## src/rtl/mc_pkg.sv

```systemverilog
// Shared encodings for the multi-cycle datapath: ALU operations, mux selects,
// memory-interface states and instruction field positions.
package mc_pkg;

  typedef enum logic [2:0] {
    ALU_ADD = 3'd0,
    ALU_SUB = 3'd1,
    ALU_AND = 3'd2,
    ALU_OR  = 3'd3,
    ALU_XOR = 3'd4,
    ALU_SLT = 3'd5,
    ALU_SLL = 3'd6,
    ALU_SRL = 3'd7
  } alu_op_e;

  typedef enum logic [1:0] {
    SRCB_REG     = 2'b00,
    SRCB_INC     = 2'b01,
    SRCB_IMM     = 2'b10,
    SRCB_IMM_SH2 = 2'b11
  } srcb_e;

  typedef enum logic [1:0] {
    PCSRC_ALU    = 2'b00,
    PCSRC_ALUOUT = 2'b01,
    PCSRC_JUMP   = 2'b10,
    PCSRC_A      = 2'b11
  } pcsrc_e;

  typedef enum logic {
    MEM_IDLE = 1'b0,
    MEM_WAIT = 1'b1
  } mem_state_e;

  localparam int OP_HI  = 31;
  localparam int OP_LO  = 26;
  localparam int RS_LO  = 21;
  localparam int RT_LO  = 16;
  localparam int RD_LO  = 11;
  localparam int IMM_HI = 15;
  localparam int IMM_LO = 0;
  localparam int JT_HI  = 25;
  localparam int JT_LO  = 0;

endpackage

```

## src/rtl/mc_alu.sv

```systemverilog
// Combinational ALU: eight operations modulo 2^DATA_W plus a zero flag.
module mc_alu
  import mc_pkg::*;
#(
  parameter int DATA_W = 32
) (
  input  logic [2:0]        op,
  input  logic [DATA_W-1:0] a,
  input  logic [DATA_W-1:0] b,
  output logic [DATA_W-1:0] result,
  output logic              zero
);

  localparam int SH_W = $clog2(DATA_W);

  logic [SH_W-1:0] shamt;
  assign shamt = b[SH_W-1:0];

  // NOTE: every output of an always_comb gets a default first; a path that
  // leaves it unassigned would infer a latch.
  always_comb begin
    result = '0;
    case (alu_op_e'(op))
      ALU_ADD: result = a + b;
      ALU_SUB: result = a - b;
      ALU_AND: result = a & b;
      ALU_OR:  result = a | b;
      ALU_XOR: result = a ^ b;
      ALU_SLT: result = {{(DATA_W-1){1'b0}}, ($signed(a) < $signed(b))};
      ALU_SLL: result = a << shamt;
      ALU_SRL: result = a >> shamt;
      default: result = '0;
    endcase
  end

  assign zero = (result == '0);

endmodule

```

## src/rtl/mc_datapath_p.sv

```systemverilog
// Multi-cycle MIPS-style datapath: PC/IR/A/B/ALUOut/MDR, register file and a
// stalling request/ack data-memory port.
module mc_datapath_p
  import mc_pkg::*;
#(
  parameter int              DATA_W   = 32,
  parameter int              REG_N    = 16,
  parameter longint unsigned RESET_PC = 0,
  parameter int unsigned     PC_INC   = 4
) (
  input  logic              clk,
  input  logic              rst_n,
  input  logic              SelectIns,
  input  logic              RegWrite,
  input  logic              RegDst,
  input  logic              ALUSrcA,
  input  logic [1:0]        ALUSrcB,
  input  logic              MemRead,
  input  logic              MemWrite,
  input  logic              MemtoReg,
  input  logic              PCWrite,
  input  logic              BEQ,
  input  logic              BNE,
  input  logic [1:0]        PCSrc,
  input  logic [2:0]        ALUOp,
  input  logic [31:0]       instr,
  output logic              dmem_req,
  output logic              dmem_we,
  output logic [DATA_W-1:0] dmem_addr,
  output logic [DATA_W-1:0] dmem_wdata,
  input  logic [DATA_W-1:0] dmem_rdata,
  input  logic              dmem_ack,
  output logic [DATA_W-1:0] pc,
  output logic [5:0]        opcode,
  output logic              alu_zero,
  output logic              busy
);

  localparam int RA_W = $clog2(REG_N);

  logic [31:0]       ir;
  logic [DATA_W-1:0] a_q, b_q, alu_out, mdr;
  logic [DATA_W-1:0] regs [REG_N];

  logic [RA_W-1:0]   rs_idx, rt_idx, rd_idx, wr_idx;
  logic [DATA_W-1:0] rs_val, rt_val, wr_data;
  logic [DATA_W-1:0] alu_a, alu_b, alu_res, imm_sext, next_pc;
  logic [63:0]       pc_wide, jump_wide;
  logic              pc_load;

  mem_state_e state, state_d;
  logic       issue;

  assign opcode = ir[OP_HI:OP_LO];
  assign rs_idx = ir[RS_LO +: RA_W];
  assign rt_idx = ir[RT_LO +: RA_W];
  assign rd_idx = ir[RD_LO +: RA_W];

  // Register 0 is hard-wired to zero on the read side as well.
  assign rs_val = (rs_idx == '0) ? '0 : regs[rs_idx];
  assign rt_val = (rt_idx == '0) ? '0 : regs[rt_idx];

  assign imm_sext = DATA_W'($signed(ir[IMM_HI:IMM_LO]));
  assign alu_a    = ALUSrcA ? a_q : pc;

  always_comb begin
    alu_b = b_q;
    case (srcb_e'(ALUSrcB))
      SRCB_REG:     alu_b = b_q;
      SRCB_INC:     alu_b = DATA_W'(PC_INC);
      SRCB_IMM:     alu_b = imm_sext;
      SRCB_IMM_SH2: alu_b = imm_sext << 2;
      default:      alu_b = b_q;
    endcase
  end

  mc_alu #(.DATA_W(DATA_W)) u_alu (
    .op     (ALUOp),
    .a      (alu_a),
    .b      (alu_b),
    .result (alu_res),
    .zero   (alu_zero)
  );

  // Jump target is built at 64 bits so narrow datapaths simply truncate it.
  assign pc_wide   = 64'(pc);
  assign jump_wide = {pc_wide[63:28], ir[JT_HI:JT_LO], 2'b00};

  always_comb begin
    next_pc = alu_res;
    case (pcsrc_e'(PCSrc))
      PCSRC_ALU:    next_pc = alu_res;
      PCSRC_ALUOUT: next_pc = alu_out;
      PCSRC_JUMP:   next_pc = DATA_W'(jump_wide);
      PCSRC_A:      next_pc = a_q;
      default:      next_pc = alu_res;
    endcase
  end

  assign pc_load = ~busy & (PCWrite | (BEQ & alu_zero) | (BNE & ~alu_zero));
  assign wr_idx  = RegDst ? rd_idx : rt_idx;
  assign wr_data = MemtoReg ? mdr : alu_out;

  // Memory access tracker: one outstanding request, held until acknowledged.
  always_comb begin
    state_d = state;
    issue   = 1'b0;
    case (state)
      MEM_IDLE: if (MemRead | MemWrite) begin
        state_d = MEM_WAIT;
        issue   = 1'b1;
      end
      MEM_WAIT: if (dmem_ack) state_d = MEM_IDLE;
      default:  state_d = MEM_IDLE;
    endcase
  end

  assign busy     = (state == MEM_WAIT);
  assign dmem_req = busy;

  // NOTE: clocked state uses non-blocking assignments so every register
  // samples pre-edge values regardless of statement order.
  always_ff @(posedge clk or negedge rst_n) begin
    if (!rst_n) begin
      state      <= MEM_IDLE;
      dmem_we    <= 1'b0;
      dmem_addr  <= '0;
      dmem_wdata <= '0;
      mdr        <= '0;
    end else begin
      state <= state_d;
      if (issue) begin
        dmem_we    <= MemWrite;
        dmem_addr  <= alu_out;
        dmem_wdata <= b_q;
      end
      if (busy && dmem_ack && !dmem_we) mdr <= dmem_rdata;
    end
  end

  always_ff @(posedge clk or negedge rst_n) begin
    if (!rst_n) begin
      pc      <= DATA_W'(RESET_PC);
      ir      <= '0;
      a_q     <= '0;
      b_q     <= '0;
      alu_out <= '0;
    end else if (!busy) begin
      a_q     <= rs_val;
      b_q     <= rt_val;
      alu_out <= alu_res;
      if (SelectIns) ir <= instr;
      if (pc_load)   pc <= next_pc;
    end
  end

  // NOTE: the register file must come out of reset all-zero, so it is built
  // from resettable flops rather than an uninitialised RAM.
  always_ff @(posedge clk or negedge rst_n) begin
    if (!rst_n) begin
      for (int i = 0; i < REG_N; i++) regs[i] <= '0;
    end else if (!busy && RegWrite && wr_idx != '0) begin
      regs[wr_idx] <= wr_data;
    end
  end

endmodule

```

## config.mk

```make
export PLATFORM = sky130hd
export DESIGN_NAME = mc_datapath_p
export DESIGN_NICKNAME = d
export VERILOG_FILES = /design/src/rtl/mc_pkg.sv /design/src/rtl/mc_alu.sv /design/src/rtl/mc_datapath_p.sv
export SDC_FILE = /design/constraint.sdc
export NUM_CORES = 2
export LEC_CHECK = 0
export BUFFER_PORTS_ARGS = -buffer_cell sky130_fd_sc_hd__buf_2
export CORE_ASPECT_RATIO = 1.4
export CORE_UTILIZATION = 25
export CTS_BUF_LIST = sky130_fd_sc_hd__clkbuf_4 sky130_fd_sc_hd__clkbuf_8
export CTS_CLUSTER_DIAMETER = 80
export DETAILED_ROUTE_END_ITERATION = 8
export SLEW_MARGIN = 0
export SYNTH_ARGS = -nofsm -noshare
export SYNTH_HDL_FRONTEND = slang
export SYNTH_SLANG_ARGS = --single-unit
```

## constraint.sdc

```tcl
create_clock -name clk -period 17.2 [get_ports clk]
set_input_delay 0.86 -clock clk [delete_from_list [all_inputs] [get_ports clk]]
set_output_delay 0.86 -clock clk [all_outputs]
set_load 0.1 [all_outputs]
```

==> impl_metrics.py <==
metrics = {
    "worst_hold_path": {
        "hp-class": "primary input to async pin",
    },
    "power_and_ir_drop": {
        "peakVddDrop_mv": 0.0807,
        "p_leak_uw": 0.0218,
        "pwr-share-seq_pct": 31.7,
        "swShare_pct": 48.2,
        "p_int_uw": 5380,
        "power.density_mw_per_mm2": 200,
        "p_clk_share_pct": 16.1,
        "power.switching_uw": 5010,
        "totalPowerFinal_uw": 10400,
        "pwr-share-comb_pct": 52.1,
    },
    "route": {
        "dr.first_iter.drc_count": 3819,
        "drc": 0,
        "avgViaCountPerCell": 5.43,
        "vias": 37660,
        "firstDrtPassIters": 8,
        "routed_wl_um": 196000,
        "wl_per_cell_um": 28.3,
        "postRouteAntennaNets": 0,
    },
    "setup_path": {
        "critical_path_peak_fanout": 56,
        "critPathKind": "primary input to output pin",
        "endpoint_kind": "output pin",
        "worst-path-stages": 18,
        "cp_slowest_cell": "a311oi_2",
        "reg2reg_to": "pc[1]$_DFFE_PN0P_",
        "cp_top_family": "simple AND/OR/NAND/NOR gates",
        "arrival_ns": 7.37,
        "worstPathRequired_ns": 16.34,
        "startpoint_type": "primary input",
        "crit_start": "ALUSrcB[1]",
        "reg2reg_slack_ns": 9.66,
        "crit_buf_inv": 4,
        "worst_path_largest_cell_delay_ns": 0.66,
        "rr_startpoint": "b_q[1]$_DFFE_PN0N_",
        "r2r_cells": 18,
        "crit_chain": "buf_2 > buf_4 > mux2i_2 > nor2_4 > buf_4 > ha_1 > a211o_1 > a311oi_2 > a211oi_1 > nor3b_1 > o211ai_1 > nand4_1 > or3b_1 > a2111o_1 > nor4_1 > nand4_1 > nor2_1 > buf_2",
    },
    "global_routing": {
        "grt_pass1_vias": 37596,
        "antenna_found_initial": 23,
        "grt_start_max_net_pins": 187,
        "grt_overflow_total": 0,
        "gr-usage-all-layers_pct": 20.8,
        "grt_first_pass_wirelength_um": 278000,
    },
    "logic_synthesis": {
        "synth_largest_area_cell": "dfrtp_1",
        "yosysTopAreaCellShare_pct": 41.8,
        "synth-edff-count": 0,
        "ys_seq_area_share_pct": 41.8,
        "ys.warnings.count": 0,
        "syn-num-nets": 4579,
        "synth-seq-cells": 770,
        "synth.cell_area_mm2": 0.0461,
        "yosysUniqueCellTypes": 89,
        "async_reset_ff_share_pct": 100,
        "ys.flop_type": "dfrtp_1",
        "avgSynthCellArea_um2": 10.5,
        "syn_inst": 4396,
        "synth_area_leaders": "dfrtp_1 42%, mux4_2 17%, o21ai_0 5.4%",
    },
    "clocking": {
        "cts_setup_buffers": 0,
        "cts.repair.resized": 0,
        "clock-sinks": 770,
        "cts_inserted_buffers": 113,
        "holdBufCountCts": 0,
        "clock_path_buffers": 3,
        "cts_tree": "yes",
        "clockRootBuffer": "clkbuf_8",
        "clk_pin_slew_ns": 0.07,
        "clkLatencyLatePin_ns": 0.88,
        "htree_levels": 3,
    },
    "placed_design": {
        "finalWeightedCongestion": 1.07,
        "port_buffers": 189,
        "dp_hpwl_um": 141000,
    },
    "finish": {
        "nFillCells": 19159,
        "area_growth_pct": 12.7,
        "postLayoutCoreUtil_pct": 28.4,
        "layout.nets": 4575,
        "final_layout_size_suffix_gt1_share_pct": 24.9,
    },
    "sta": {
        "min_period_over_period_pct": 47.8,
        "finalSetupTns_ns": 0,
        "maxSlewViolCount": 0,
        "hold_viol": 0,
        "tightest_slew_ns": 1.39,
        "slew_headroom_pct": 4.75,
        "rsz0062_at_grt": "no",
        "fin_crit_ns": 8.23,
        "setup_viol_count_final": 0,
        "max_freq_ghz": 0.122,
        "fin_skew_ns": 0.0707,
    },
    "floorplan": {
        "die_area_mm2": 0.186,
        "num_rows": 186,
        "io_pins": 190,
        "start_util_pct": 25.2,
        "fp.dieH_um": 510,
        "core_mm2": 0.183,
        "fp.dieW_um": 365,
    },
    "flow_run": {
        "maxCapViolations": 0,
    },
    "run_status": {
        "status": "completed",
    },
}
[kinds of logic after synthesis]
group           count (synthesis)  synth area share, %
compound gates               1190                 15.5
simple gates                 1077                 10.1
flops                         770                 41.8
mux                           654                 24.4
buf+inv                       584                 5.05
fa+ha+maj                      99                 2.72
xor+xnor                       22                0.418
[power by group through the flow]
stage,clock network (uW),logic [uW],registers [uW]
3_5_place_dp,0,5330,3320
2_1_floorplan,0,3210,3630
4_1_cts,1720,5350,3280
3_3_place_gp,0,5320,3260
5_1_grt,1780,5720,3380
6_report,1680,5420,3300
[registers in the layout, summed over array words and instances, names as in the netlist]
name,count
a_q,32
alu_out,32
b_q,32
busy,1
dmem_addr,32
dmem_wdata,32
dmem_we,1
ir,32
mdr,32
pc,32
regs,512
[final cells by class]
cell class | instances | area [um2] | share of cell area, %
Multi-Input combinational cell | 3042 | 24600 | 47.4
Sequential cell | 770 | 19300 | 37.1
Tap cell | 2444 | 3060 | 5.89
Clock buffer | 180 | 2280 | 4.40
Timing Repair Buffer | 288 | 1720 | 3.32
Inverter | 177 | 664 | 1.28
Clock inverter | 25 | 270 | 0.520
Antenna cell | 8 | 20.0 | 0.0385
[per-stage QoR]
step	instances	setup slack, ns	hold slack [ns]	area (um2)
after detailed placement	6721	9.02	0.384	49400
final	6934	8.97	0.110	51900
after CTS	6926	9.24	0.147	51900
after floorplan	4396	9.92	0.441	46100
after global routing	6927	8.87	0.192	51900
after global placement	6721	8.97	0.376	49400
[synth_stat cells (all sizes together), types with 54 or more instances]
library cell and n:
ha 97, buf 105, clkbuf 302, nor2 288, inv 175, mux2i 82
nand2 505, o21ai 516, mux2 220, nor3 54, dfrtp 770, nand3 81
a21oi 273, mux4 352
[worst max-delay path by stage]
stage / end / slack [ns]
floorplan: alu_zero / 9.92
global placement: pc[0]$_DFFE_PN0P_ / 8.97
detailed placement: pc[0]$_DFFE_PN0P_ / 9.02
CTS: alu_zero / 9.24
global route: alu_zero / 8.87
finish: alu_zero / 8.97
[layer usage]
layer	GRT usage (%)	vias to the layer above	share of wire (%)
li1	-	16166	-
met1	25.7	19188	40
met2	34.2	1800	47
met3	3.56	498	6.7
met4	11.9	8	6.3
met5	0	-	0.021
[cells in the final DEF (no fill, tap or decap), drive strengths merged, types with 17 or more instances in the layout]
master  instances
a211oi         31
mux4          352
nor3           54
buf           288
o31ai          18
nor2          288
nand2         505
mux2          220
or3            17
dfrtp         770
o211ai         44
o21ai         516
nand3          81
o22ai          49
xnor2          19
clkinv         18
nor2b          20
mux2i          82
inv           180
ha             97
nand4          29
a21oi         273
clkbuf        180
a22oi          35
a21o           39
a31oi          18
nor4           21
(Power assumes the default switching activity.)
